$ cat src/rtl/serial_subtractor_4bit_seq.sv
// Bit-serial subtractor: {bout,d} = a - b - bin, one bit per clock, LSB first,
// through a single full-subtractor cell, with a start/busy/done handshake.
module serial_subtractor_4bit_seq #(
  parameter int WIDTH = 4
) (
  input  logic             clk,
  input  logic             rst_n,
  input  logic             start,
  input  logic [WIDTH-1:0] a,
  input  logic [WIDTH-1:0] b,
  input  logic             bin,
  output logic             busy,
  output logic             done,
  output logic [WIDTH-1:0] d,
  output logic             bout
);

  localparam int CNT_W = (WIDTH > 2) ? $clog2(WIDTH) : 1;
  localparam logic [CNT_W-1:0] LAST_BIT = CNT_W'(WIDTH - 1);

  typedef enum logic [1:0] {
    IDLE  = 2'd0,
    SHIFT = 2'd1,
    DONE  = 2'd2
  } state_e;

  state_e           state_q;
  logic [WIDTH-1:0] a_q;      // minuend shift register, consumed from bit 0
  logic [WIDTH-1:0] b_q;      // subtrahend shift register, consumed from bit 0
  logic             br_q;     // running borrow between bit slices
  logic [WIDTH-1:0] res_q;    // partial difference, filled from the MSB end
  logic [CNT_W-1:0] cnt_q;    // index of the bit slice being processed
  logic [WIDTH-1:0] d_q;
  logic             bout_q;
  logic             busy_q;
  logic             done_q;

  // Full-subtractor cell working on the current LSBs and the running borrow.
  logic             diff_bit;
  logic             borrow_d;
  logic [WIDTH-1:0] res_d;

  assign diff_bit = a_q[0] ^ b_q[0] ^ br_q;
  assign borrow_d = (~a_q[0] & b_q[0]) | (~(a_q[0] ^ b_q[0]) & br_q);
  assign res_d    = {diff_bit, res_q[WIDTH-1:1]};

  // Control FSM with datapath registers; outputs are registered so d/bout
  // only move on completion and busy/done are glitch-free.
  always_ff @(posedge clk or negedge rst_n) begin
    if (!rst_n) begin
      state_q <= IDLE;
      a_q     <= '0;
      b_q     <= '0;
      br_q    <= 1'b0;
      res_q   <= '0;
      cnt_q   <= '0;
      d_q     <= '0;
      bout_q  <= 1'b0;
      busy_q  <= 1'b0;
      done_q  <= 1'b0;
    end else begin
      // NOTE: every register here uses non-blocking assignment so all reads in
      // this block see the pre-edge values, regardless of statement order.
      case (state_q)
        IDLE, DONE: begin
          done_q <= 1'b0;
          if (start) begin
            a_q     <= a;
            b_q     <= b;
            br_q    <= bin;
            res_q   <= '0;
            cnt_q   <= '0;
            busy_q  <= 1'b1;
            state_q <= SHIFT;
          end else begin
            state_q <= IDLE;
          end
        end

        SHIFT: begin
          // start is deliberately ignored here: no queuing of requests.
          a_q   <= a_q >> 1;
          b_q   <= b_q >> 1;
          br_q  <= borrow_d;
          res_q <= res_d;
          cnt_q <= cnt_q + CNT_W'(1);
          if (cnt_q == LAST_BIT) begin
            d_q     <= res_d;
            bout_q  <= borrow_d;
            busy_q  <= 1'b0;
            done_q  <= 1'b1;
            state_q <= DONE;
          end
        end

        default: begin
          busy_q  <= 1'b0;
          done_q  <= 1'b0;
          state_q <= IDLE;
        end
      endcase
    end
  end

  assign busy = busy_q;
  assign done = done_q;
  assign d    = d_q;
  assign bout = bout_q;

endmodule

$ cat config.mk
export PLATFORM = sky130hd
export DESIGN_NAME = serial_subtractor_4bit_seq
export DESIGN_NICKNAME = d
export VERILOG_FILES = /design/src/rtl/serial_subtractor_4bit_seq.sv
export SDC_FILE = /design/constraint.sdc
export NUM_CORES = 1
export LEC_CHECK = 0
export ABC_AREA = 1
export ABC_CLOCK_PERIOD_IN_PS = 1200
export CAP_MARGIN = 20
export CORE_AREA = 5 5 52 54
export CTS_CLUSTER_SIZE = 12
export DETAILED_ROUTE_END_ITERATION = 12
export DIE_AREA = 0 0 57 59
export PLACE_DENSITY = 0.79
export SYNTH_ARGS = -nofsm -noshare
export SYNTH_HDL_FRONTEND = slang
export SYNTH_SLANG_ARGS = --single-unit
$ cat constraint.sdc
create_clock -name clk -period 1.2 [get_ports clk]
set_input_delay 0.24 -clock clk [delete_from_list [all_inputs] [get_ports clk]]
set_output_delay 0.24 -clock clk [all_outputs]
set_load 0.005 [all_outputs]
==> impl_metrics.yaml <==
floorplan:
  fp.dieH_um: 59
  core_mm2: 0.00217
  start_util_pct: 47.7
  die_w_um: 57
  ioPinCount: 19
  row_count: 17
  die-area_mm2: 0.00336
timing:
  tightestPinTransition_ns: 0.220
  fmax_mhz: 860
  rsz0062_at_grt: "yes"
  layout_min_cycle_time_ns: 1.16
  setup_ws_ns: 0.0377
  maxSlewViolCount: 0
  maxSlewHeadroom_pct: 85.3
  finalCritPeriodShare_pct: 96.9
  hold_violations: 0
  skew_ns: 0.00891
  setup_tns_ns: 0
  finalSetupViolCount: 0
setup_path:
  r2r_start: "br_q"
  path_max_fanout: 2
  cp-startpoint: "br_q"
  slowest_stage: "fa_2"
  regToRegSetupSlack_ns: 0.04
  required_ns: 1.44
  endpoint_kind: "register"
  cp-start-kind: "register"
  criticalPathCategory: "reg -> reg"
  crit_arrival_ns: 1.40
  slowest_delay_ns: 0.56
  r2r-end: "res_q[3]"
  reg2reg_depth: 4
  path_cells: "inv_2 > fa_2 > nand2_1 > o21ai_1"
synthesis:
  synth_top_family_by_area: "simple AND/OR/NAND/NOR gates"
  synth_most_common_cell: "nand2_1"
  yosysSeqAreaShare_pct: 53.2
  synth.area.mux_share_pct: 0
  ys_types: 17
  synth-xor-area-share_pct: 0
  synthTopCellsByArea: "dfrtp_1 53%, nand2_1 14%, inv_1 7.6%"
  ys_ff_latch: 22
  netlist.area_leader.share_pct: 53.2
  synth_edf_count: 0
  synth_nets: 134
  yosysTopAreaCell: "dfrtp_1"
  syn_avg_cell_area_um2: 8.62
  synth_compound_area_share_pct: 7.26
  synth-main-ff-cell: "dfrtp_1"
  synth_common_cells: "39 x nand2_1, 22 x dfrtp_1, 21 x inv_1, 13 x nand3_1, 7 x o21ai_0"
  synthCells: 120
  synth-adder-area-share_pct: 3.14
  yosys_warnings: 0
  synth-simple-area-share_pct: 25.3
  syn_area_mm2: 0.00103
  synthArstFlopShare_pct: 100
global_route:
  grt.total_usage_pct: 14.1
  grt_pass1_wl_um: 3790
  grt_max_degree: 23
  gr-total-overflow: 0
  grt_pass1_vias: 882
  antenna_found_initial: 0
power_and_ir_drop:
  vdd_drop_max_mv: 1.60
  leakage_nw: 0.787
  power.density_mw_per_mm2: 2670
  seqPwrFrac_pct: 33.3
  netSwitchingFraction_pct: 39.5
  switchingPower_mw: 1.55
  finalPower_mw: 3.93
  p_clk_share_pct: 10.4
  pwr-share-comb_pct: 56.3
  p_int_mw: 2.38
route:
  wire_per_inst_um: 11.8
  drtPass1Iterations: 6
  drc: 0
  antenna_left: 0
  wirelength_um: 2250
  first_iter_violations: 22
  vias: 883
  vias_per_cell: 4.65
outcome:
  status: "finished, final reports clean"
clock_network:
  h-tree-depth: 1
  cts_tree: "done"
  clk_path_buf_depth: 2
  clock_latency_ns: 0.30
  root_buffer: "clkbuf_4"
  cts_made_buffers: 3
  clkSinkCount: 22
  hold_buffers: 0
  path_clk_slew_ns: 0.13
hold_path:
  hp-class: "in -> async"
layout:
  syn_to_final_growth_pct: 42.1
  final_area_mm2: 0.00147
  finalNetCount: 177
  antenna_cells: 0
  nFillCells: 185
  drive_gt1_share_pct: 25.9
placed_design:
  pre_cts_slack_ns: -0.0724
  postPlaceCellArea_mm2: 0.00131
  hpwl_um: 1580
  portBuffers: 18
  routabilityCongestion: 0.814
flow_run:
  maxCapViolCount: 0
[power groups by stage]
stage / Clock, mW / Sequential (mW) / Combinational [mW]
floorplan: 0 / 1.28 / 1.18
global placement: 0 / 1.30 / 1.74
detailed placement: 0 / 1.32 / 1.80
CTS: 0.417 / 1.30 / 1.90
global route: 0.446 / 1.35 / 2.50
finish: 0.410 / 1.31 / 2.21
[layout make-up]
type	instances	area (um^2)	share of cell area, %
Tap cell	28	35.0	2.38
Timing Repair Buffer	39	365	24.9
Inverter	24	97.6	6.64
Multi-Input combinational cell	73	385	26.2
Clock buffer	4	36.3	2.47
Sequential cell	22	551	37.4
[layer usage]
layer / routed length [um] / GRT usage, % / up-vias
met2: 1170 / 25.9 / 23
li1: - / - / 449
met3: 82 / 2.61 / 0
met1: 995 / 17.6 / 411
met4: 0 / 1.99 / 0
met5: 0 / 0 / -
[critical path, delay by kind of cell (launching register included)]
| kind | cells | cell delay, ns |
|---|---|---|
| flip-flops | 1 | 0.38 |
| AO/OA/AOI/OAI | 1 | 0.06 |
| adder cells (fa/ha/maj) | 1 | 0.56 |
| AND/OR/NAND/NOR | 1 | 0.05 |
| buffers and inverters | 1 | 0.05 |
[worst max path at each step]
stage / end / slack, ns / depth (start not counted)
detailed placement: b_q[2] / -0.07 / 6
finish: res_q[3] / 0.04 / 4
floorplan: res_q[3] / 0.09 / 3
global route: res_q[3] / -0.03 / 4
global placement: a_q[1] / -0.04 / 6
CTS: d[1] / -0.007 / 6
[layout by cell type, fill, tap and decap left out, types with 2 or more instances in the layout]
master | netlist | routed
buf_4 | 0 | 16
buf_6 | 2 | 4
clkbuf_4 | 0 | 3
clkdlybuf4s15_1 | 0 | 7
clkdlybuf4s50_1 | 0 | 11
dfrtp_1 | 22 | 22
inv_1 | 21 | 19
inv_2 | 2 | 2
inv_4 | 1 | 3
nand2_1 | 39 | 39
nand2_2 | 2 | 2
nand2_4 | 2 | 3
nand3_1 | 13 | 13
o21ai_0 | 7 | 5
o21ai_1 | 1 | 3
o21ai_2 | 3 | 3
[logic make-up (layout without fill, tap and decap cells)]
logic type / Yosys count / after routing
and+or+nand+nor: 58 / 59
buffers and inverters: 26 / 67
DFF: 22 / 22
AOI/OAI and AO/OA: 12 / 12
adders and majority gates: 2 / 2
[flip-flops by register name, summed over array words and instances, names as in the netlist]
register,count
res_q,3
state_q,2
a_q,4
b_q,4
br_q,1
cnt_q,2
d,4
bout,1
busy,1
[repair_timing]
item,CTS,global route
setup buffers,4,9
gates cloned,0,1
setup endpoints to repair,7,23
pin swaps,2,4
resized for setup,14,13
[stage by stage]
step           cells  hold WS [ns]  utilization, %
2_1_floorplan    120       -0.0556               -
3_3_place_gp     173         0.454            60.3
3_5_place_dp     173         0.465            60.3
4_1_cts          181         0.274            63.8
5_1_grt          190         0.271            67.8
6_report         190         0.264            67.8
Note: power is estimated with default switching activity, not from simulation.
